### config.mk
export PLATFORM = sky130hd
export DESIGN_NAME = bus_load_decoder_flat
export DESIGN_NICKNAME = d
export VERILOG_FILES = /design/src/rtl/bus_load_decoder_if.sv /design/src/rtl/bus_load_decoder.sv /design/src/flat_wrapper.sv
export SDC_FILE = /design/constraint.sdc
export NUM_CORES = 1
export LEC_CHECK = 0
export ABC_AREA = 1
export ABC_CLOCK_PERIOD_IN_PS = 2700
export CAP_MARGIN = 25
export CORE_AREA = 2 2 362 364
export DETAILED_ROUTE_END_ITERATION = 8
export DIE_AREA = 0 0 364 366
export HOLD_SLACK_MARGIN = 0.06
export PLACE_DENSITY = 0.42
export RECOVER_POWER = 100
export SYNTH_ARGS = -nofsm -noshare
export SYNTH_HDL_FRONTEND = slang
export SYNTH_SLANG_ARGS = --single-unit
export TNS_END_PERCENT = 20
### constraint.sdc
create_clock -name clock -period 2.7 [get_ports clock]
set_clock_uncertainty 0.2 [all_clocks]
set_input_delay 0.675 -clock clock [delete_from_list [all_inputs] [get_ports clock]]
set_output_delay 0.675 -clock clock [all_outputs]
set_load 0.005 [all_outputs]
### src/rtl/bus_load_decoder_if.sv
// bus_load_decoder_if: control strobes, bus/memory data and register taps between datapath and load decoder
interface bus_load_decoder_if #(parameter int WIDTH = 32);
    logic [WIDTH-1:0]   BusMuxOut;
    logic [31:0]        IR;
    logic               Gra, Grb, Grc;
    logic               Rin, Rout, BAout;
    logic               HIin, LOin, PCin, Zin;
    logic               MDRin, Read;
    logic [WIDTH-1:0]   Mdatain;
    logic [2*WIDTH-1:0] C;
    logic [WIDTH-1:0]   BusMuxIn_R0, BusMuxIn_R1, BusMuxIn_R2, BusMuxIn_R3;
    logic [WIDTH-1:0]   BusMuxIn_R4, BusMuxIn_R5, BusMuxIn_R6, BusMuxIn_R7;
    logic [WIDTH-1:0]   BusMuxIn_R8, BusMuxIn_R9, BusMuxIn_R10, BusMuxIn_R11;
    logic [WIDTH-1:0]   BusMuxIn_R12, BusMuxIn_R13, BusMuxIn_R14, BusMuxIn_R15;
    logic [WIDTH-1:0]   BusMuxIn_HI, BusMuxIn_LO, BusMuxIn_Zhigh, BusMuxIn_Zlow;
    logic [WIDTH-1:0]   BusMuxIn_PC, BusMuxIn_MDR;
    logic [15:0]        Routwire, Rin_vec;
    logic [WIDTH-1:0]   C_sign_extended;
    logic               gr_err;

    modport master (
        output BusMuxOut, IR, Gra, Grb, Grc, Rin, Rout, BAout, HIin, LOin, PCin, Zin,
               MDRin, Read, Mdatain, C,
        input  BusMuxIn_R0, BusMuxIn_R1, BusMuxIn_R2, BusMuxIn_R3, BusMuxIn_R4, BusMuxIn_R5,
               BusMuxIn_R6, BusMuxIn_R7, BusMuxIn_R8, BusMuxIn_R9, BusMuxIn_R10, BusMuxIn_R11,
               BusMuxIn_R12, BusMuxIn_R13, BusMuxIn_R14, BusMuxIn_R15, BusMuxIn_HI, BusMuxIn_LO,
               BusMuxIn_Zhigh, BusMuxIn_Zlow, BusMuxIn_PC, BusMuxIn_MDR, Routwire, Rin_vec,
               C_sign_extended, gr_err
    );

    modport slave (
        input  BusMuxOut, IR, Gra, Grb, Grc, Rin, Rout, BAout, HIin, LOin, PCin, Zin,
               MDRin, Read, Mdatain, C,
        output BusMuxIn_R0, BusMuxIn_R1, BusMuxIn_R2, BusMuxIn_R3, BusMuxIn_R4, BusMuxIn_R5,
               BusMuxIn_R6, BusMuxIn_R7, BusMuxIn_R8, BusMuxIn_R9, BusMuxIn_R10, BusMuxIn_R11,
               BusMuxIn_R12, BusMuxIn_R13, BusMuxIn_R14, BusMuxIn_R15, BusMuxIn_HI, BusMuxIn_LO,
               BusMuxIn_Zhigh, BusMuxIn_Zlow, BusMuxIn_PC, BusMuxIn_MDR, Routwire, Rin_vec,
               C_sign_extended, gr_err
    );
endinterface

### src/rtl/bus_load_decoder.sv
// bus_load_decoder: decodes IR register fields into load/drive enables and holds the bus destination registers
module bus_load_decoder #(parameter int WIDTH = 32) (
    input  logic              clock,
    input  logic              clear,
    bus_load_decoder_if.slave bus
);
    logic [WIDTH-1:0] r_gpr [16];
    logic [WIDTH-1:0] r_hi, r_lo, r_zhigh, r_zlow, r_pc, r_mdr;
    logic             r_gr_err;
    logic [3:0]       w_sel;
    logic [15:0]      w_dec, w_rin_vec;
    logic             w_multi, w_unused_ir;

    assign w_sel = ({4{bus.Gra}} & bus.IR[26:23]) | ({4{bus.Grb}} & bus.IR[22:19])
                 | ({4{bus.Grc}} & bus.IR[18:15]);
    assign w_dec = 16'(1) << w_sel;
    assign w_rin_vec = bus.Rin ? w_dec : '0;
    assign w_multi = ((bus.Gra & bus.Grb) | (bus.Gra & bus.Grc) | (bus.Grb & bus.Grc))
                   & (bus.Rin | bus.Rout | bus.BAout);
    assign w_unused_ir = ^bus.IR[31:27];

    always_ff @(posedge clock) begin
        if (clear) begin
            for (int k = 0; k < 16; k++) r_gpr[k] <= '0;
            r_hi     <= '0;
            r_lo     <= '0;
            r_zhigh  <= '0;
            r_zlow   <= '0;
            r_pc     <= '0;
            r_mdr    <= '0;
            r_gr_err <= 1'b0;
        end else begin
            for (int k = 0; k < 16; k++) if (w_rin_vec[k]) r_gpr[k] <= bus.BusMuxOut;
            if (bus.HIin) r_hi <= bus.BusMuxOut;
            if (bus.LOin) r_lo <= bus.BusMuxOut;
            if (bus.PCin) r_pc <= bus.BusMuxOut;
            if (bus.Zin) {r_zhigh, r_zlow} <= bus.C;
            if (bus.MDRin) r_mdr <= bus.Read ? bus.Mdatain : bus.BusMuxOut;
            if (w_multi) r_gr_err <= 1'b1;
        end
    end

    assign bus.Rin_vec         = w_rin_vec;
    assign bus.Routwire        = (bus.Rout | bus.BAout) ? w_dec : '0;
    assign bus.C_sign_extended = {{(WIDTH-19){bus.IR[18]}}, bus.IR[18:0]};
    assign bus.gr_err          = r_gr_err;
    // R0 reads as zero while used as a base address, but its storage is untouched
    assign bus.BusMuxIn_R0     = bus.BAout ? '0 : r_gpr[0];
    assign bus.BusMuxIn_R1     = r_gpr[1];
    assign bus.BusMuxIn_R2     = r_gpr[2];
    assign bus.BusMuxIn_R3     = r_gpr[3];
    assign bus.BusMuxIn_R4     = r_gpr[4];
    assign bus.BusMuxIn_R5     = r_gpr[5];
    assign bus.BusMuxIn_R6     = r_gpr[6];
    assign bus.BusMuxIn_R7     = r_gpr[7];
    assign bus.BusMuxIn_R8     = r_gpr[8];
    assign bus.BusMuxIn_R9     = r_gpr[9];
    assign bus.BusMuxIn_R10    = r_gpr[10];
    assign bus.BusMuxIn_R11    = r_gpr[11];
    assign bus.BusMuxIn_R12    = r_gpr[12];
    assign bus.BusMuxIn_R13    = r_gpr[13];
    assign bus.BusMuxIn_R14    = r_gpr[14];
    assign bus.BusMuxIn_R15    = r_gpr[15];
    assign bus.BusMuxIn_HI     = r_hi;
    assign bus.BusMuxIn_LO     = r_lo;
    assign bus.BusMuxIn_Zhigh  = r_zhigh;
    assign bus.BusMuxIn_Zlow   = r_zlow;
    assign bus.BusMuxIn_PC     = r_pc;
    assign bus.BusMuxIn_MDR    = r_mdr;
endmodule

### src/flat_wrapper.sv
// flat-port wrapper written by rule: the top's interface ports become plain ports
module bus_load_decoder_flat 
#(parameter int WIDTH = 32)
  (clock, clear, bus_BusMuxOut, bus_IR, bus_Gra, bus_Grb, bus_Grc, bus_Rin, bus_Rout, bus_BAout, bus_HIin, bus_LOin, bus_PCin, bus_Zin, bus_MDRin, bus_Read, bus_Mdatain, bus_C, bus_BusMuxIn_R0, bus_BusMuxIn_R1, bus_BusMuxIn_R2, bus_BusMuxIn_R3, bus_BusMuxIn_R4, bus_BusMuxIn_R5, bus_BusMuxIn_R6, bus_BusMuxIn_R7, bus_BusMuxIn_R8, bus_BusMuxIn_R9, bus_BusMuxIn_R10, bus_BusMuxIn_R11, bus_BusMuxIn_R12, bus_BusMuxIn_R13, bus_BusMuxIn_R14, bus_BusMuxIn_R15, bus_BusMuxIn_HI, bus_BusMuxIn_LO, bus_BusMuxIn_Zhigh, bus_BusMuxIn_Zlow, bus_BusMuxIn_PC, bus_BusMuxIn_MDR, bus_Routwire, bus_Rin_vec, bus_C_sign_extended, bus_gr_err);
  bus_load_decoder_if #(.WIDTH(WIDTH)) bus_i ();
  input  logic clock;
  input  logic clear;
  input wire logic [$bits(bus_i.BusMuxOut)-1:0] bus_BusMuxOut;
  input wire logic [$bits(bus_i.IR)-1:0] bus_IR;
  input wire logic [$bits(bus_i.Gra)-1:0] bus_Gra;
  input wire logic [$bits(bus_i.Grb)-1:0] bus_Grb;
  input wire logic [$bits(bus_i.Grc)-1:0] bus_Grc;
  input wire logic [$bits(bus_i.Rin)-1:0] bus_Rin;
  input wire logic [$bits(bus_i.Rout)-1:0] bus_Rout;
  input wire logic [$bits(bus_i.BAout)-1:0] bus_BAout;
  input wire logic [$bits(bus_i.HIin)-1:0] bus_HIin;
  input wire logic [$bits(bus_i.LOin)-1:0] bus_LOin;
  input wire logic [$bits(bus_i.PCin)-1:0] bus_PCin;
  input wire logic [$bits(bus_i.Zin)-1:0] bus_Zin;
  input wire logic [$bits(bus_i.MDRin)-1:0] bus_MDRin;
  input wire logic [$bits(bus_i.Read)-1:0] bus_Read;
  input wire logic [$bits(bus_i.Mdatain)-1:0] bus_Mdatain;
  input wire logic [$bits(bus_i.C)-1:0] bus_C;
  output wire logic [$bits(bus_i.BusMuxIn_R0)-1:0] bus_BusMuxIn_R0;
  output wire logic [$bits(bus_i.BusMuxIn_R1)-1:0] bus_BusMuxIn_R1;
  output wire logic [$bits(bus_i.BusMuxIn_R2)-1:0] bus_BusMuxIn_R2;
  output wire logic [$bits(bus_i.BusMuxIn_R3)-1:0] bus_BusMuxIn_R3;
  output wire logic [$bits(bus_i.BusMuxIn_R4)-1:0] bus_BusMuxIn_R4;
  output wire logic [$bits(bus_i.BusMuxIn_R5)-1:0] bus_BusMuxIn_R5;
  output wire logic [$bits(bus_i.BusMuxIn_R6)-1:0] bus_BusMuxIn_R6;
  output wire logic [$bits(bus_i.BusMuxIn_R7)-1:0] bus_BusMuxIn_R7;
  output wire logic [$bits(bus_i.BusMuxIn_R8)-1:0] bus_BusMuxIn_R8;
  output wire logic [$bits(bus_i.BusMuxIn_R9)-1:0] bus_BusMuxIn_R9;
  output wire logic [$bits(bus_i.BusMuxIn_R10)-1:0] bus_BusMuxIn_R10;
  output wire logic [$bits(bus_i.BusMuxIn_R11)-1:0] bus_BusMuxIn_R11;
  output wire logic [$bits(bus_i.BusMuxIn_R12)-1:0] bus_BusMuxIn_R12;
  output wire logic [$bits(bus_i.BusMuxIn_R13)-1:0] bus_BusMuxIn_R13;
  output wire logic [$bits(bus_i.BusMuxIn_R14)-1:0] bus_BusMuxIn_R14;
  output wire logic [$bits(bus_i.BusMuxIn_R15)-1:0] bus_BusMuxIn_R15;
  output wire logic [$bits(bus_i.BusMuxIn_HI)-1:0] bus_BusMuxIn_HI;
  output wire logic [$bits(bus_i.BusMuxIn_LO)-1:0] bus_BusMuxIn_LO;
  output wire logic [$bits(bus_i.BusMuxIn_Zhigh)-1:0] bus_BusMuxIn_Zhigh;
  output wire logic [$bits(bus_i.BusMuxIn_Zlow)-1:0] bus_BusMuxIn_Zlow;
  output wire logic [$bits(bus_i.BusMuxIn_PC)-1:0] bus_BusMuxIn_PC;
  output wire logic [$bits(bus_i.BusMuxIn_MDR)-1:0] bus_BusMuxIn_MDR;
  output wire logic [$bits(bus_i.Routwire)-1:0] bus_Routwire;
  output wire logic [$bits(bus_i.Rin_vec)-1:0] bus_Rin_vec;
  output wire logic [$bits(bus_i.C_sign_extended)-1:0] bus_C_sign_extended;
  output wire logic [$bits(bus_i.gr_err)-1:0] bus_gr_err;
  assign bus_i.BusMuxOut = bus_BusMuxOut;
  assign bus_i.IR = bus_IR;
  assign bus_i.Gra = bus_Gra;
  assign bus_i.Grb = bus_Grb;
  assign bus_i.Grc = bus_Grc;
  assign bus_i.Rin = bus_Rin;
  assign bus_i.Rout = bus_Rout;
  assign bus_i.BAout = bus_BAout;
  assign bus_i.HIin = bus_HIin;
  assign bus_i.LOin = bus_LOin;
  assign bus_i.PCin = bus_PCin;
  assign bus_i.Zin = bus_Zin;
  assign bus_i.MDRin = bus_MDRin;
  assign bus_i.Read = bus_Read;
  assign bus_i.Mdatain = bus_Mdatain;
  assign bus_i.C = bus_C;
  assign bus_BusMuxIn_R0 = bus_i.BusMuxIn_R0;
  assign bus_BusMuxIn_R1 = bus_i.BusMuxIn_R1;
  assign bus_BusMuxIn_R2 = bus_i.BusMuxIn_R2;
  assign bus_BusMuxIn_R3 = bus_i.BusMuxIn_R3;
  assign bus_BusMuxIn_R4 = bus_i.BusMuxIn_R4;
  assign bus_BusMuxIn_R5 = bus_i.BusMuxIn_R5;
  assign bus_BusMuxIn_R6 = bus_i.BusMuxIn_R6;
  assign bus_BusMuxIn_R7 = bus_i.BusMuxIn_R7;
  assign bus_BusMuxIn_R8 = bus_i.BusMuxIn_R8;
  assign bus_BusMuxIn_R9 = bus_i.BusMuxIn_R9;
  assign bus_BusMuxIn_R10 = bus_i.BusMuxIn_R10;
  assign bus_BusMuxIn_R11 = bus_i.BusMuxIn_R11;
  assign bus_BusMuxIn_R12 = bus_i.BusMuxIn_R12;
  assign bus_BusMuxIn_R13 = bus_i.BusMuxIn_R13;
  assign bus_BusMuxIn_R14 = bus_i.BusMuxIn_R14;
  assign bus_BusMuxIn_R15 = bus_i.BusMuxIn_R15;
  assign bus_BusMuxIn_HI = bus_i.BusMuxIn_HI;
  assign bus_BusMuxIn_LO = bus_i.BusMuxIn_LO;
  assign bus_BusMuxIn_Zhigh = bus_i.BusMuxIn_Zhigh;
  assign bus_BusMuxIn_Zlow = bus_i.BusMuxIn_Zlow;
  assign bus_BusMuxIn_PC = bus_i.BusMuxIn_PC;
  assign bus_BusMuxIn_MDR = bus_i.BusMuxIn_MDR;
  assign bus_Routwire = bus_i.Routwire;
  assign bus_Rin_vec = bus_i.Rin_vec;
  assign bus_C_sign_extended = bus_i.C_sign_extended;
  assign bus_gr_err = bus_i.gr_err;
  bus_load_decoder #(.WIDTH(WIDTH)) u_core (.clock(clock), .clear(clear), .bus(bus_i));
endmodule
=== After elaboration in Yosys (flattened, before gate mapping) ===
Memories as Yosys holds them, arrays and structs flattened.
Index checks and enable logic that the tools add are counted.

* Flip-flop bits (word level): 193
* Input port bits: 174
* Memories: 1
* Output and inout bits: 769
* Memory bits (writable): 512

{| class="wikitable"
|+ Memories
! memory !! depth !! bits a word !! read ports !! clocked after memory_dff !! wr ports !! line !! RTL
|-
| u_core.r_gpr || 16 || 32 || 16 || 0 || 16 || bus_load_decoder.sv:7 || <nowiki>logic [WIDTH-1:0] r_gpr [16];</nowiki>
|}

* Bitwise operators: 30
* Mux-type cells: 70
* Shift-type cells: 1

{| class="wikitable"
|+ Operator list
! kind !! count
|-
| $mux 32 || 18
|-
| $mux 1 || 50
|-
| $mux 16 || 2
|-
| $or 1x1->1 || 21
|-
| $shl 1x4->16 const A || 1
|-
| $and 4x4->4 || 3
|-
| $or 4x4->4 || 2
|-
| $and 1x1->1 || 4
|}

=== Depth between registers and ports, before layout ===
* Word-level depth: 9
* Mapped depth: 7
* Mapped depth without buffers: 6

=== Worst setup path before layout ===
OpenSTA, ideal clock, no wires.

* Kind: input port to flip-flop
* From: input bus_IR[22]
* To: memory u_core.r_gpr[6][0] (netlist: u_core.r_gpr[0][192]) (enable)
* Data arrival time: 2.256 ns
* Setup slack: -0.145 ns
* Cell stages on the path: 7
* Data required time: 2.111 ns
* Library setup time: 0.389 ns
* Buffers on the path: 2
* Cells stage by stage: nand2_1 nand3_4 inv_8 buf_12 nand4_4 buf_6 nand2_1

{| class="wikitable"
|+ RTL lines
! what !! line !! RTL
|-
| start: declaration || flat_wrapper.sv:9 || <nowiki>input wire logic [$bits(bus_i.IR)-1:0] bus_IR;</nowiki>
|-
| end: declaration || bus_load_decoder.sv:7 ||
|}

=== Worst setup path after layout ===
* From: input bus_IR[19]
* To: output bus_Routwire[14]

* Cells in the longest elaborated chain, start to end: 5

{| class="wikitable"
|+ RTL lines
! what !! line !! RTL
|-
| $and 4x4->4 || bus_load_decoder.sv:14 || <nowiki>assign w_sel = ({4{bus.Gra}} & bus.IR[26:23]) | ({4{bus.Grb}} & bus.IR[22:19])</nowiki>
|-
| $or 4x4->4 || bus_load_decoder.sv:14 ||
|-
| $or 4x4->4 || bus_load_decoder.sv:15 || <nowiki>| ({4{bus.Grc}} & bus.IR[18:15]);</nowiki>
|-
| $shl 1x4->16 || bus_load_decoder.sv:16 || <nowiki>assign w_dec = 16'(1) << w_sel;</nowiki>
|-
| $mux 16 || bus_load_decoder.sv:44 || <nowiki>assign bus.Routwire = (bus.Rout | bus.BAout) ? w_dec : '0;</nowiki>
|-
| end: declaration || flat_wrapper.sv:46 || <nowiki>output wire logic [$bits(bus_i.Routwire)-1:0] bus_Routwire;</nowiki>
|}

No other way between the ends.

==> reports/results.tsv <==
stage	metric	value	unit
yosys	synth warn	0	
clocking	CTS clk-pin slew, worst paths	0.06	ns
clocking	CTS tree	yes	
sta	crit path time final	2.66	ns
clocking	Num CTS Buffers	84	
route	Vias/cell	3.91	
setup_path	Critical Path AT	1.79	ns
sta	endpoints failing setup	0	
cells_and_area	Post-Layout Inst Area	41100	µm²
place	# port buffers	907	
clocking	CTS Sinks	705	
sta	RSZ-0062 raised after global routing	yes	
sta	Fmax	0.376	GHz
cells_and_area	share of layout cells above drive strength 1	15.2	%
floorplanning	Die ar.	133000	µm²
setup_path	crit end category	primary output	
cells_and_area	fillers	13200	
setup_path	Critical Path RT	1.82	ns
route	vias after detailed routing	19400	
place	Placer Congestion	0.813	
setup_path	Worst path slowest cell	clkdlybuf4s15_1	
grt	GR Overflow Total	0	
run	Max Cap Viol	0	
setup_path	crit-path max FO	3	
grt	number of global-route vias before repair	20100	
route	final WL	117000	µm
clocking	deepest clock path buffer count	3	
setup_path	crit path cell chain	clkdlybuf4s15_1, nand2_2, nand3_4, buf_6, nor2_4, buf_6, nand2_1, nor3_1, buf_2	
pwr	Leakage Power	0.0157	µW
floorplanning	starting density of the core	21.0	%
setup_path	CP Launch Type	input pin	
sta	final count of hold timing violations	0	
yosys	post-synth net total	2486	
route	wire per inst	23.5	µm
cells_and_area	most frequent cells in the layout	clkdlybuf4s50_1, nor2_1, edfxtp_1	
yosys	synthesized area	27100	µm²
clocking	CTS root buf	clkbuf_16	
route	DRC Markers	0	
outcome	outcome	completed	
floorplanning	Vert. Die Dim	366	µm
pwr	PD cells	678	nW/µm²
floorplanning	DIE WIDTH	364	µm
cells_and_area	Syn-to-layout area delta	51.8	%
sta	Least-Margin Pin Slew	1.03	ns
clocking	clock latency reported for the late side of the worst-skew pair	0.67	ns
cells_and_area	commonest non-fill, non-tap cell in the layout	clkdlybuf4s50_1	
place	DP HPWL	85700	µm
yosys	Synth top area share	56.8	%
sta	worst hold slack	0.262	ns
yosys	Avg Inst Size Synth	11.7	µm²
route	DRT antenna net count	0	
floorplanning	Site Rows	132	
place	Post-DP Area	38000	µm²
clocking	H-tree levels	3	
route	drt first pass iters	5	
grt	initial antenna violation count	12	
min_path	Tightest Hold Check Type	flip-flop to flip-flop	
grt	first-pass GRT wire length	158000	µm
sta	max-slew violations	0	
grt	gr usage total	16.8	%
yosys	Yosys reg bits	705	
setup_path	Top cell by count, worst path	buf_6	
setup_path	slowest stage delay, CP	0.17	ns
floorplanning	I/O pins	943	
route	DR iter-0 viols	1260	
yosys	ranking of synthesized cells by area	edfxtp_1, dfxtp_1, nor2_1	
pwr	Max VDD drop	0.428	mV
cells_and_area	Layout Nets	3323	
yosys	Seq/Total Area, Yosys	71.1	%
sta	Slew HR	31.1	%
sta	Tcrit/Tclk final	98.6	%
yosys	Syn Inst Count	2312	
yosys	cell taking the most area after synthesis	edfxtp_1	
yosys	unique cell type count in the Yosys netlist	29	
floorplanning	core area	129000	µm²
setup_path	kind of critical path	input pin to primary output	
grt	pin count of the biggest net entering global routing	65	
stage by stage:
| stage | utilization (%) | setup slack (ns) | std cells | total power [µW] | setup TNS, ns |
|---|---|---|---|---|---|
| floorplan | - | -0.0885 | 2312 | 14100 | -21.14 |
| global placement | 29.4 | -0.773 | 4757 | 16800 | -298.09 |
| detailed placement | 29.4 | -0.748 | 4757 | 16800 | -290.27 |
| CTS | 31.9 | -0.0138 | 4956 | 28300 | -0.0145 |
| global route | 31.8 | -0.0209 | 4963 | 29000 | -0.0714 |
| finish | 31.8 | 0.0384 | 4967 | 27900 | 0 |
worst max-delay path: cells and delay by family:
kind          cells  cell delay [ns]
buf+inv           4             0.58
simple gates      5             0.52
flip-flops by register name, summed over array words and instances, names as in the netlist:
| name | flops |
|---|---|
| u_core.bus.BusMuxIn_HI | 32 |
| u_core.bus.BusMuxIn_LO | 32 |
| u_core.bus.BusMuxIn_MDR | 32 |
| u_core.bus.BusMuxIn_PC | 32 |
| u_core.bus.BusMuxIn_Zhigh | 32 |
| u_core.bus.BusMuxIn_Zlow | 32 |
| u_core.bus.gr_err | 1 |
| u_core.r_gpr | 512 |
routing by layer:
layer	share of wire (%)	routed length, µm	track usage, %	vias to the layer above
met3	9.6	11200	6.67	158
met2	48	56400	28.0	790
met5	0.014	16	0	-
met4	3.1	3580	5.96	2
li1	-	-	-	9060
met1	39	45700	19.5	9411
Yosys cell counts:
library cell and instances:
nand3_1 42, edfxtp_1 512, nand2_2 1, inv_4 1, buf_2 15, nor2_1 678, buf_4 265, nand2_1 132
buf_6 10, o21ai_0 161, nand3_4 5, nor2_2 9, nand3_2 1, inv_1 118, nand4_1 4, a21oi_1 1
buf_1 8, clkbuf_1 101, dfxtp_1 193, buf_12 1, nor2_4 4, nand4_4 8, nor3_1 5, o211ai_1 32
inv_8 1, inv_2 1, clkinv_1 1, o21a_1 1, nor4_1 1
layout make-up:
| type | count | area, µm² | share of cell area [%] |
|---|---|---|---|
| multi-input combinational | 1085 | 4960 | 12.1 |
| clock inverter | 46 | 469 | 1.14 |
| tap | 1742 | 2180 | 5.31 |
| antenna | 7 | 17.5 | 0.0427 |
| sequential | 705 | 19200 | 46.8 |
| timing repair buffer | 1151 | 11500 | 27.9 |
| inverter | 122 | 485 | 1.18 |
| clock buffer | 109 | 2260 | 5.49 |
report_power, final:
group / internal (µW) / switching, µW / leakage [µW] / total (µW)
clock: 6370 / 4890 / 0.00132 / 11300
combinational: 2020 / 1870 / 0.00787 / 3900
sequential: 12400 / 278 / 0.00653 / 12700
total: 20800 / 7040 / 0.0157 / 27900
path summary, 6_finish.rpt:
path / start / to / slack [ns] / cells after the start
min reg2reg: u_core.bus.gr_err / u_core.bus.gr_err / 0.26 / 1
max: bus_IR[19] / bus_Routwire[14] / 0.04 / 9
min: u_core.bus.gr_err / u_core.bus.gr_err / 0.26 / 1
max reg2reg: u_core.bus.BusMuxIn_Zhigh[29] / u_core.bus.BusMuxIn_Zhigh[29] / 1.78 / 2
repair_timing:
action	4_1_cts	5_1_grt
hold buffers	0	0
endpoints found under the setup margin	78	98
pin swaps	25	16
gates cloned	0	6
resized for setup	226	42
setup buffers	44	1
logic make-up after synthesis:
| kind of cell | synth area share [%] |
|---|---|
| compound gates | 3.91 |
| buf+inv | 11.4 |
| flops | 71.1 |
| simple gates | 13.6 |
Power figures use the tool's default switching activity.
